`src/rtl/gate_bank_reg.sv`:
```
// Registered mode-selected bitwise gate (OR/AND/XOR/XNOR) with a valid/ready
// output channel and one holding register per mode for accumulate chaining.
module gate_bank_reg #(
  parameter int unsigned WIDTH = 8
) (
  input  logic             clk,
  input  logic             rst,
  input  logic             in_valid,
  output logic             in_ready,
  input  logic [1:0]       m,
  input  logic [WIDTH-1:0] a,
  input  logic [WIDTH-1:0] b,
  input  logic             acc,
  input  logic             clr,
  output logic             out_valid,
  input  logic             out_ready,
  output logic [WIDTH-1:0] y,
  output logic [1:0]       out_mode,
  output logic             y_zero,
  output logic [WIDTH-1:0] p,
  output logic [WIDTH-1:0] q,
  output logic [WIDTH-1:0] r,
  output logic [WIDTH-1:0] s
);

  localparam int unsigned NMODES = 4;

  logic [NMODES-1:0][WIDTH-1:0] held;
  logic                         accept_c;
  logic [WIDTH-1:0]             a_eff_c;
  logic [WIDTH-1:0]             res_c;

  // A slot frees up either when empty or when the consumer drains it this cycle.
  assign in_ready = !out_valid || out_ready;
  assign accept_c = in_valid && in_ready;

  // A same-cycle clear wins over the held value, so accumulate then starts from zero.
  always_comb begin
    a_eff_c = a;
    if (acc) begin
      a_eff_c = clr ? '0 : held[m];
    end
    res_c = '0;
    case (m)
      2'b00:   res_c = a_eff_c | b;
      2'b01:   res_c = a_eff_c & b;
      2'b10:   res_c = a_eff_c ^ b;
      default: res_c = ~(a_eff_c ^ b);
    endcase
  end

  // Output channel register.
  always_ff @(posedge clk or posedge rst) begin
    if (rst) begin
      out_valid <= 1'b0;
      y         <= '0;
      out_mode  <= 2'b00;
      y_zero    <= 1'b1;
    end else if (accept_c) begin
      out_valid <= 1'b1;
      y         <= res_c;
      out_mode  <= m;
      y_zero    <= ~|res_c;
    end else if (out_ready) begin
      out_valid <= 1'b0;
    end
  end

  // Per-mode holding registers; the written mode takes the result, clear zeroes the rest.
  always_ff @(posedge clk or posedge rst) begin
    if (rst) begin
      held <= '0;
    end else begin
      for (int unsigned i = 0; i < NMODES; i++) begin
        if (accept_c && (m == 2'(i))) begin
          held[i] <= res_c;
        end else if (clr) begin
          held[i] <= '0;
        end
      end
    end
  end

  assign p = held[0];
  assign q = held[1];
  assign r = held[2];
  assign s = held[3];

endmodule

```
`config.mk`:
```
export PLATFORM = sky130hd
export DESIGN_NAME = gate_bank_reg
export DESIGN_NICKNAME = d
export VERILOG_FILES = /design/src/rtl/gate_bank_reg.sv
export SDC_FILE = /design/constraint.sdc
export NUM_CORES = 1
export LEC_CHECK = 0
export BUFFER_PORTS_ARGS = -buffer_cell sky130_fd_sc_hd__clkbuf_2
export CELL_PAD_IN_SITES_DETAIL_PLACEMENT = 1
export CELL_PAD_IN_SITES_GLOBAL_PLACEMENT = 1
export CORE_MARGIN = 3
export CORE_UTILIZATION = 38
export CTS_BUF_LIST = sky130_fd_sc_hd__clkbuf_8
export DETAILED_ROUTE_END_ITERATION = 16
export PLACE_DENSITY_LB_ADDON = 0.1
export SLEW_MARGIN = 20
export SYNTH_ARGS = -nofsm -noshare
export SYNTH_HDL_FRONTEND = slang
export SYNTH_SLANG_ARGS = --single-unit
```
`constraint.sdc`:
```
create_clock -name clk -period 1.72 [get_ports clk]
set_input_delay 0.344 -clock clk [delete_from_list [all_inputs] [get_ports clk]]
set_output_delay 0.344 -clock clk [all_outputs]
set_load 0.02 [all_outputs]
```
Word-level counts from Yosys, hierarchy flattened
Index checks and enable logic that the tools add are counted.
{"block": "totals", "ff_bits": 44, "inputBits": 24, "output_inout_bits": 45, "wordCells": 43}
{"block": "op_classes", "magnitude_cmp": 1, "eq_ne": 3, "mux": 12, "n_bitwise": 4, "n_reduce_logical": 15}
{"op": "$mux 8", "count": 8}
{"op": "$pmux 8 s3", "count": 1}
{"op": "$bmux 8 s2", "count": 1}
{"op": "$reduce_bool 2->1", "count": 5}
{"op": "$and 8x8->8", "count": 1}
{"op": "$not 8->8", "count": 1}
{"op": "$or 8x8->8", "count": 1}
{"op": "$reduce_or 8->1", "count": 1}
{"op": "$xor 8x8->8", "count": 1}
{"op": "$logic_and 1x1->1", "count": 5}
{"op": "$eq 2x2->1 const B", "count": 2}
{"op": "$lt 2x3->1 const B", "count": 1}
{"op": "$eq 2x1->1 const B", "count": 1}
{"op": "$logic_not 1->1", "count": 2}
{"op": "$logic_not 2->1", "count": 1}
{"op": "$mux 1", "count": 2}
{"op": "$logic_or 1x1->1", "count": 1}

Logic depth before layout (Yosys ltp)
Gate-level depths: netlist of the first run.
{"block": "depth", "word_depth": 9, "depth_mapped": 14, "ltp_nobuf": 11}

Least setup slack after synthesis of the first run
OpenSTA, ideal clock, no wires.
{"block": "synth_path", "path_kind": "in2reg", "from": "input m[0]", "to": "register y_zero", "setup_ns": 0.086, "t_arrival_ns": 2.148, "required_ns": 1.634, "setup_slack_ns": -0.514, "path_stages": 13, "n_path_buf": 3, "cell_sequence": "buf_6 > buf_6 > buf_6 > mux2i_1 > nor2_1 > a21oi_1 > o22ai_1 > inv_2 > ha_1 > xor2_1 > a21oi_2 > nand4_1 > o31ai_2"}
{"block": "synth_between", "elab_chain_len": 9, "word_cells_on_any_way": 14, "classes_between": "eq/ne: 2; mux: 5; bitwise: 4; reduce/logical: 3"}
{"element": "start: declaration", "line": "10", "rtl": "input logic [1:0] m,"}
{"element": "$bmux 8 s2", "line": "41", "rtl": "a_eff_c = clr ? '0 : held[m];"}
{"element": "$mux 8 (implied by the code)", "line": "41"}
{"element": "$mux 8", "line": "41"}
{"element": "$mux 8", "line": "40", "rtl": "if (acc) begin"}
{"element": "$xor 8x8->8", "line": "47, 48"}
{"element": "$not 8->8", "line": "48", "rtl": "default: res_c = ~(a_eff_c ^ b);"}
{"element": "$pmux 8 s3 *", "line": "44", "rtl": "case (m)"}
{"element": "$reduce_or 8->1 *", "line": "63", "rtl": "y_zero <= ~|res_c;"}
{"element": "$logic_not 1->1 *", "line": "63"}
{"element": "end signal: assignment", "line": "63"}
{"element": "end: declaration", "line": "19", "rtl": "output logic y_zero,"}
Every way passes the cells marked *; elsewhere a longest branch is shown, timed or not. The select of a mux whose other input is x is not followed.
A chain may end at the register's enable or synchronous reset.

Final worst setup path of the first run
{"block": "layout_path", "from": "register held (netlist bit r[3])", "to": "register y_zero"}
{"block": "layout_between", "elab_chain_len": 9, "word_cells_on_any_way": 11, "classes_between": "mux: 5; bitwise: 4; reduce/logical: 2"}
{"element": "start: declaration", "line": "28", "rtl": "logic [NMODES-1:0][WIDTH-1:0] held;"}
{"element": "start signal: indexed assignment", "line": "76", "rtl": "held[i] <= res_c;"}
{"element": "$bmux 8 s2 *", "line": "41"}
{"element": "$mux 8 (implied by the code) *", "line": "41"}
{"element": "$mux 8 *", "line": "41"}
{"element": "$mux 8 *", "line": "40"}
{"element": "$xor 8x8->8", "line": "47, 48"}
{"element": "$not 8->8", "line": "48"}
{"element": "$pmux 8 s3 *", "line": "44"}
{"element": "$reduce_or 8->1 *", "line": "63"}
{"element": "$logic_not 1->1 *", "line": "63"}
Marked as above.

==> results of run 1 <==
==> repair_timing <==
item,CTS,global route
gates resized for setup,18,39
buffers inserted,6,5
endpoints found under the setup margin,36,41
pin swaps,13,15
gates cloned,1,0
==> kinds of logic (layout without fill, tap and decap cells) <==
logic type | Yosys count | after routing
buf+inv | 45 | 172
mux | 25 | 25
flops | 44 | 44
compound gates | 57 | 57
simple gates | 88 | 88
xor+xnor | 8 | 8
fa+ha+maj | 16 | 16
==> critical path, delay by kind of cell (launching register included) <==
family,cells,cell delay (ns)
AOI/OAI and AO/OA,4,0.66
and+or+nand+nor,1,0.13
xor gates and xnor gates,1,0.14
adders and majority gates,1,0.21
muxes,1,0.28
buffers and inverters,1,0.09
DFF,1,0.40
==> metal layers <==
| layer | share of wire [%] | vias to the layer above |
|---|---|---|
| met2 | 54 | 44 |
| met5 | 0 | - |
| met4 | 1.4 | 0 |
| met3 | 2.7 | 9 |
| li1 | - | 1196 |
| met1 | 42 | 1270 |
==> power by group <==
group / leakage (nW) / internal, mW / switching [mW]
Clock: 0.0541 / 0.431 / 0.399
Sequential: 0.583 / 1.11 / 0.0465
Combinational: 1.38 / 0.438 / 0.541
Total: 2.02 / 1.98 / 0.987
==> flip-flops by register name (all words and copies together) (netlist names) <==
register	count
q	8
p	8
out_valid	1
y_zero	1
y	8
out_mode	2
s	8
r	8
==> synth_stat cells <==
library cell               count  share of area [%]
sky130_fd_sc_hd__dfrtp_1      43                 39
sky130_fd_sc_hd__o21ai_1      26                4.8
sky130_fd_sc_hd__nand3b_1     24                6.6
sky130_fd_sc_hd__inv_1        17                2.3
sky130_fd_sc_hd__ha_1         16                7.3
sky130_fd_sc_hd__mux2i_1      16                5.8
sky130_fd_sc_hd__nand2_1      16                2.2
sky130_fd_sc_hd__nor2b_1      14                3.2
sky130_fd_sc_hd__nand2b_1     10                2.3
sky130_fd_sc_hd__a21oi_1       8                1.5
sky130_fd_sc_hd__inv_2         8                1.1
sky130_fd_sc_hd__mux2_2        8                3.3
sky130_fd_sc_hd__nor2_1        8                1.1
sky130_fd_sc_hd__o22ai_1       8                1.8
sky130_fd_sc_hd__xor2_1        8                2.6
sky130_fd_sc_hd__clkbuf_1      7               0.96
sky130_fd_sc_hd__nor3_1        7                1.3
sky130_fd_sc_hd__a21oi_2       6                1.9
sky130_fd_sc_hd__o21ai_0       6                1.1
sky130_fd_sc_hd__buf_6         5                2.1
sky130_fd_sc_hd__buf_2         4               0.73
sky130_fd_sc_hd__buf_4         4                1.1
sky130_fd_sc_hd__a21oi_4       1               0.59
sky130_fd_sc_hd__and2_1        1               0.23
sky130_fd_sc_hd__dfstp_2       1               0.96
sky130_fd_sc_hd__mux2i_4       1               0.82
sky130_fd_sc_hd__nand2_2       1               0.23
sky130_fd_sc_hd__nand2b_2      1               0.32
sky130_fd_sc_hd__nand3_1       1               0.18
sky130_fd_sc_hd__nand3_2       1               0.37
sky130_fd_sc_hd__nand3b_2      1               0.41
sky130_fd_sc_hd__nand4_1       1               0.23
sky130_fd_sc_hd__nor2_4        1               0.41
sky130_fd_sc_hd__o21a_1        1               0.27
sky130_fd_sc_hd__o31ai_2       1               0.46
sky130_fd_sc_hd__or3_1         1               0.23
==> how the worst max path moves through the flow <==
stage                startpoint                  to  slack (ns)
2_1_floorplan              m[0]  y_zero$_DFFE_PP1P_       -0.44
3_3_place_gp               m[0]  y_zero$_DFFE_PP1P_       -0.63
3_5_place_dp               m[0]  y_zero$_DFFE_PP1P_       -0.65
4_1_cts        s[4]$_DFFE_PP0P_  y_zero$_DFFE_PP1P_       -0.26
5_1_grt        r[3]$_DFFE_PP0P_  y_zero$_DFFE_PP1P_       -0.38
6_report       r[3]$_DFFE_PP0P_  y_zero$_DFFE_PP1P_       -0.26
==> placed cells by master (no fill, tap or decap), types with 8 or more instances in the layout <==
master,netlist,routed
sky130_fd_sc_hd__nand3b_1,24,24
sky130_fd_sc_hd__inv_1,17,16
sky130_fd_sc_hd__nand2b_1,10,10
sky130_fd_sc_hd__nand2_1,16,15
sky130_fd_sc_hd__ha_4,0,8
sky130_fd_sc_hd__nor2b_1,14,13
sky130_fd_sc_hd__ha_1,16,8
sky130_fd_sc_hd__clkbuf_2,0,67
sky130_fd_sc_hd__o21ai_1,26,20
sky130_fd_sc_hd__inv_2,8,8
sky130_fd_sc_hd__buf_4,4,61
sky130_fd_sc_hd__dfrtp_1,43,43
sky130_fd_sc_hd__a21oi_2,6,9
sky130_fd_sc_hd__o21ai_2,0,11
sky130_fd_sc_hd__mux2i_1,16,15
==> final cells by class <==
cell class	instances	area (um2)
Tap cell	96	120
Fill cell	818	2740
Multi-Input combinational cell	194	1760
Inverter	25	93.8
Clock inverter	3	42.5
Sequential cell	44	1100
Clock buffer	5	68.8
Timing Repair Buffer	139	973
==> summary.txt, run 1 <==
Setup path
  – Internal reg-to-reg setup slack: -0.26 ns
  – Max stage delay cell, worst path: sky130_fd_sc_hd__dfrtp_1
  – Critical path's largest stage delay: 0.40 ns
  – Reg-to-reg startpoint: r[3]$_DFFE_PP0P_
  – Maximum net fanout on the critical path: 2
  – Worst path cell trace: mux2_4 -> a21oi_2 -> o22ai_2 -> inv_2 -> ha_4 -> xor2_2 -> a21oi_2 -> nand3_2 -> o31ai_4
  – Worst path required time: 1.95 ns
  – Critical setup path kind: flop to flop
  – Startpoint type of the worst setup path: flop
  – Length in cells of the worst reg-to-reg path: 9
  – Critical path capture point type: flop
  – Most numerous cell on the critical path: sky130_fd_sc_hd__a21oi_2
  – Terminus of the critical flop-to-flop path: y_zero$_DFFE_PP1P_
  – Arrival time of data at the critical path endpoint: 2.21 ns

Timing
  – Number of slew-limit violations in the final report: 0
  – Transition time at the pin with the least slew margin: 0.435 ns
  – Final critical delay including setup and external delays: 1.98 ns
  – Max Freq: 505 MHz
  – Setup violators final: 35
  – Setup Skew: 0.0159 ns
  – Max-Slew Margin vs Limit: 71.0%
  – Setup TNS: -4.72 ns
  – Unrepaired setup endpoints after global routing: true
  – Post-Route Hold Slack: 0.0479 ns
  – Post-layout worst setup margin: -0.261 ns
  – Final hold viol count: 0
  – Final cycle utilization of the critical path: 115%

Synthesis
  – Arithmetic-cell share of the synthesized area counting full adders, half adders and majority gates: 7.31%
  – Summed instance area of the synthesized netlist: 2740 um2
  – Share of synthesized cell area in and, or, nand and nor gates: 19.2%
  – Post-Syn Instances: 283
  – Combinational family with the most area after synthesis: simple AND/OR/NAND/NOR gates
  – Synthesized-area fraction occupied by xor and xnor cells: 2.56%
  – Compound-cell area share of the yosys netlist: 12.4%
  – Post-Syn Nets: 323
  – Number of register bits inferred by synthesis: 44
  – Number of warnings issued by yosys: 0
  – Count of cell types in the netlist: 36
  – Mean Syn Cell Area: 9.67 um2
  – Multiplexer area fraction after synthesis: 9.96%
  – Fraction of the yosys area taken by sequential cells: 40.3%

Detailed routing
  – Avg Vias per Cell: 4.98
  – Number of design rule violations left after detail routing: 0
  – Count of nets left with antenna violations after detail routing: 0
  – Number of violations reported at the end of detailed-routing iteration 0: 80
  – Routed vias: 2519
  – Wirelength, routed: 8920 um
  – Number of search-and-repair iterations in the first detailed-routing pass: 4
  – Wire per inst: 17.6 um

GRT
  – Wire length of the first global-routing pass: 13600 um
  – Busiest metal layer after global routing: met2
  – Maximum number of pins on one net before global-route repair: 45
  – Total routing resource utilization after global routing: 20.7%
  – Met3 usage in global routing: 3.00%
  – Total overflow reported by the global router: 0
  – Fraction of met1 tracks used by global routing: 24.9%
  – Number of global-route vias before repair: 2671
  – Fraction of met2 tracks used by global routing: 38.7%
  – Antenna violations before repair: 0

Clock network
  – CTS tree: built
  – CTS HTree Levels: 2
  – Root buffer selected by CTS: sky130_fd_sc_hd__clkbuf_8
  – Clock transition at the register clock pins on the worst setup and hold paths after CTS: 0.10 ns
  – Clock latency reported for the late side of the worst-skew pair: 0.31 ns
  – Count of hold buffers inserted by post-cts repair: 0
  – CTS Buffer Depth: 2
  – TritonCTS buffer count: 5
  – Number of clock sinks seen by CTS: 44

Cells and area
  – Synth-to-layout area growth: 52.1%
  – Final Non-Filler Cells: 506
  – Antenna diode count: 0
  – Core utilization of the finished layout: 60.3%
  – Nets: 449
  – Share of cells above drive strength 1: 54.1%
  – Final design instance area without fill: 4160 um2

Floorplanning
  – Area of the placeable core: 6910 um2
  – Chip Width: 90.9 um
  – IO Count: 69
  – Initial core utilization: 39.6%
  – Die outline area: 8260 um2
  – Std cell rows: 30
  – Vertical die dimension: 90.9 um

Worst hold path
  – Worst min path class: input port to async pin

Placed design
  – Post-place instance area: 3690 um2
  – Worst slack at placement: -0.653 ns
  – Gp weighted congestion: 0.827
  – Buffers added on ports: 68
  – Placed Cells incl. Taps: 489
  – Placed wire-length estimate: 6070 um

Power
  – Reported leakage power: 2.02 nW
  – Total power: 2.97 mW
  – Power Dens Cells: 714 nW/um2
  – Worst VDD drop: 0.379 mV

Job
  – Max Cap Viol: 0

Run status
  – Violated checks: negative setup slack
  – Result of the run: finished, violations left
Power figures use the tool's default switching activity.
==> inputs of run 2 (changes only) <==
--- a/config.mk
+++ b/config.mk
@@ -9,7 +9,7 @@
 export CELL_PAD_IN_SITES_DETAIL_PLACEMENT = 1
 export CELL_PAD_IN_SITES_GLOBAL_PLACEMENT = 1
 export CORE_MARGIN = 3
-export CORE_UTILIZATION = 38
+export CORE_UTILIZATION = 43
 export CTS_BUF_LIST = sky130_fd_sc_hd__clkbuf_8
 export DETAILED_ROUTE_END_ITERATION = 16
 export PLACE_DENSITY_LB_ADDON = 0.1
==> constraint.sdc (replaced) <==
create_clock -name clk -period 2.3 [get_ports clk]
set_input_delay 0.46 -clock clk [delete_from_list [all_inputs] [get_ports clk]]
set_output_delay 0.46 -clock clk [all_outputs]
set_load 0.02 [all_outputs]
==> run 2 against run 1 <==
The run now ends clean; global-route usage up 2.2 points; power down 24%; clock-buffer cell count unchanged; clock skew down 0.0080 ns; non-clock buffer count down 47; register-to-register slack better by 0.49 ns; via count down 6.9%; final cell count down 13%; largest power group unchanged; highest routed layer unchanged.
==> summary.txt, run 2 (synthesis results as in run 1) <==
Run status
  – Result of the run: completed

Power
  – Power share of the clock group: 36.3% (+8.4 points)
  – Switching power total: 651 uW (-34%)
  – Power Dens Cells: 643 nW/um2 (-10%)
  – Pint: 1.60 mW (-19%)
  – Worst VDD drop: 0.411 mV (+8.4%)
  – Sequential share of power: 38.9% (-0.2 points)
  – Combinational cell fraction of total power: 24.8% (-8.2 points)
  – Reported leakage power: 1.71 nW (-15%)
  – Switching share of total power: 28.9% (-4.4 points)

Clock network
  – CTS Buffer Depth: 2 (unchanged)
  – Number of gates resized after CTS: 0 (-18)
  – CTS tree: built
  – TritonCTS buffer count: 5 (unchanged)
  – Post-CTS setup-driven buffer insertion count: 0 (-6)
  – Clock latency reported for the late side of the worst-skew pair: 0.30 ns (about the same)
  – CTS HTree Levels: 2 (unchanged)
  – Count of hold buffers inserted by post-cts repair: 0 (unchanged)
  – Number of clock sinks seen by CTS: 44 (unchanged)
  – Clock transition at the register clock pins on the worst setup and hold paths after CTS: 0.09 ns (about the same)
  – Root buffer selected by CTS: sky130_fd_sc_hd__clkbuf_8

Floorplanning
  – Std cell rows: 28 (-6.7%)
  – Vertical die dimension: 85.8 um (-5.6%)
  – IO Count: 69 (unchanged)
  – Die outline area: 7360 um2 (-11%)
  – Area of the placeable core: 6030 um2 (-13%)
  – Chip Width: 85.8 um (-5.6%)
  – Initial core utilization: 45.4% (+5.8 points)

Cells and area
  – Antenna diode count: 0 (unchanged)
  – Final Non-Filler Cells: 438 (-13%)
  – Share of cells above drive strength 1: 38.3% (-16 points)
  – Most frequent cells in the layout: sky130_fd_sc_hd__clkbuf_2, sky130_fd_sc_hd__dfrtp_1, sky130_fd_sc_hd__o21ai_1
  – Synth-to-layout area growth: 28.2%
  – Leading cell type in the layout, fill and taps excluded: sky130_fd_sc_hd__clkbuf_2
  – Nets: 402 (-10%)

Setup path
  – Worst path required time: 2.52 ns (+0.57 ns)
  – Startpoint type of the worst setup path: input port
  – Length in cells of the worst reg-to-reg path: 9 (unchanged)
  – Max stage delay cell, worst path: sky130_fd_sc_hd__mux2_2
  – Critical path's largest stage delay: 0.35 ns (-0.05 ns)
  – Maximum net fanout on the critical path: 8 (+6)
  – Arrival time of data at the critical path endpoint: 2.43 ns (+0.22 ns)
  – Critical path capture point type: flop
  – Worst path cell trace: clkbuf_2 -> buf_4 -> mux2_2 -> a21oi_1 -> o22ai_1 -> inv_2 -> ha_4 -> xor2_1 -> a21oi_2 -> nand4_1 -> o31ai_2
  – Critical setup path kind: input port to flop

Timing
  – Final cycle utilization of the critical path: 96.3%
  – Post-Route Hold Slack: 0.142 ns (+0.0938 ns)
  – Setup violators final: 0 (-100%)
  – Unrepaired setup endpoints after global routing: false
  – Setup Skew: 0.00793 ns (-0.00799 ns)
  – Max-Slew Margin vs Limit: 55.0% (-16 points)
  – Final hold viol count: 0 (unchanged)
  – Max Freq: 451 MHz
  – Number of slew-limit violations in the final report: 0 (unchanged)
  – Transition time at the pin with the least slew margin: 0.670 ns (+0.235 ns)
  – Final critical delay including setup and external delays: 2.22 ns

Detailed routing
  – Wirelength, routed: 7750 um (-13%)
  – Wire per inst: 17.7 um (+0.44%)
  – Routed vias: 2344 (-6.9%)
  – Count of nets left with antenna violations after detail routing: 0 (unchanged)
  – Number of search-and-repair iterations in the first detailed-routing pass: 4 (unchanged)
  – Number of design rule violations left after detail routing: 0 (unchanged)
  – Number of violations reported at the end of detailed-routing iteration 0: 70 (-13%)
  – Avg Vias per Cell: 5.35 (+7.5%)

GRT
  – Maximum number of pins on one net before global-route repair: 33 (-27%)
  – Number of global-route vias before repair: 2613 (-2.2%)
  – Wire length of the first global-routing pass: 13200 um (-2.9%)
  – Antenna violations before repair: 0 (unchanged)
  – Total overflow reported by the global router: 0 (unchanged)
  – Total routing resource utilization after global routing: 22.9% (+2.2 points)

Placed design
  – Placed Cells incl. Taps: 430 (-12%)
  – Placed wire-length estimate: 5870 um (-3.3%)
  – Gp weighted congestion: 0.793 (-4.1%)
  – Buffers added on ports: 68 (unchanged)

Worst hold path
  – Worst min path class: input port to async pin

Job
  – Max Cap Viol: 0 (unchanged)
==> run 2: cell types whose count changed in the layout (fill, tap and decap cells not counted), sizes merged <==
cell      previous run  this run
clkinv               2         1
buf                 71        24
bufinv               1         3
clkinvlp             1         0
==> run 2: layout make-up <==
class | instances | area, um2
well taps | 75 | 93.8
flip-flops and latches | 44 | 1100
clock inverters | 3 | 90.1
inverters | 25 | 93.8
clock buffers | 5 | 68.8
multi-input cells | 194 | 1500
repair buffers | 92 | 558
fillers | 723 | 2510
==> run 2: stage by stage <==
stage / TNS (ns) / utilization (%) / total power, mW / instance area [um2] / setup WS [ns]
finish: 0 / 58.3 / 2.26 / 3510 / 0.0842
global route: 0 / 58.3 / 2.37 / 3510 / 0.0169
detailed placement: -1.86 / 55.6 / 1.46 / 3350 / -0.198
floorplan: 0 / - / 1.24 / 2850 / 0.00365
CTS: 0 / 58.3 / 2.28 / 3510 / 0.0809
global placement: -0.724 / 55.6 / 1.44 / 3350 / -0.130
==> run 2: power groups by stage <==
stage	Sequential [mW]	Clock (mW)	Combinational, mW
2_1_floorplan	0.960	0	0.284
5_1_grt	0.887	0.870	0.615
3_3_place_gp	0.892	0	0.544
3_5_place_dp	0.894	0	0.563
4_1_cts	0.879	0.835	0.569
6_report	0.878	0.819	0.559
==> run 2: final timing paths <==
| check | start | endpoint | slack, ns |
|---|---|---|---|
| worst max-delay path | m[0] | y_zero$_DFFE_PP1P_ | 0.08 |
| worst min-delay path | rst | y[1]$_DFFE_PP0P_ | 0.14 |
| worst max register to register | s[4]$_DFFE_PP0P_ | y_zero$_DFFE_PP1P_ | 0.23 |
| worst min register to register | y[4]$_DFFE_PP0P_ | y[4]$_DFFE_PP0P_ | 0.49 |
| max in group asynchronous | rst | y_zero$_DFFE_PP1P_ | 1.59 |
| min in group clk | in_valid | out_valid$_DFFE_PP0P_ | 0.39 |
==> run 2: worst max-delay path, delay by kind of cell <==
| kind | cells | cell delay [ns] |
|---|---|---|
| simple gates | 1 | 0.16 |
| buf+inv | 3 | 0.42 |
| mux | 1 | 0.35 |
| compound gates | 4 | 0.70 |
| fa+ha+maj | 1 | 0.20 |
| xor+xnor | 1 | 0.14 |
==> run 2: routing by layer <==
| metal | vias to the layer above | share of wire, % | GRT usage (%) |
|---|---|---|---|
| met4 | 0 | 1.9 | 7.05 |
| met3 | 16 | 3.8 | 2.98 |
| met5 | - | 0 | 0 |
| met1 | 1173 | 39 | 26.6 |
| met2 | 53 | 55 | 43.5 |
| li1 | 1102 | - | - |
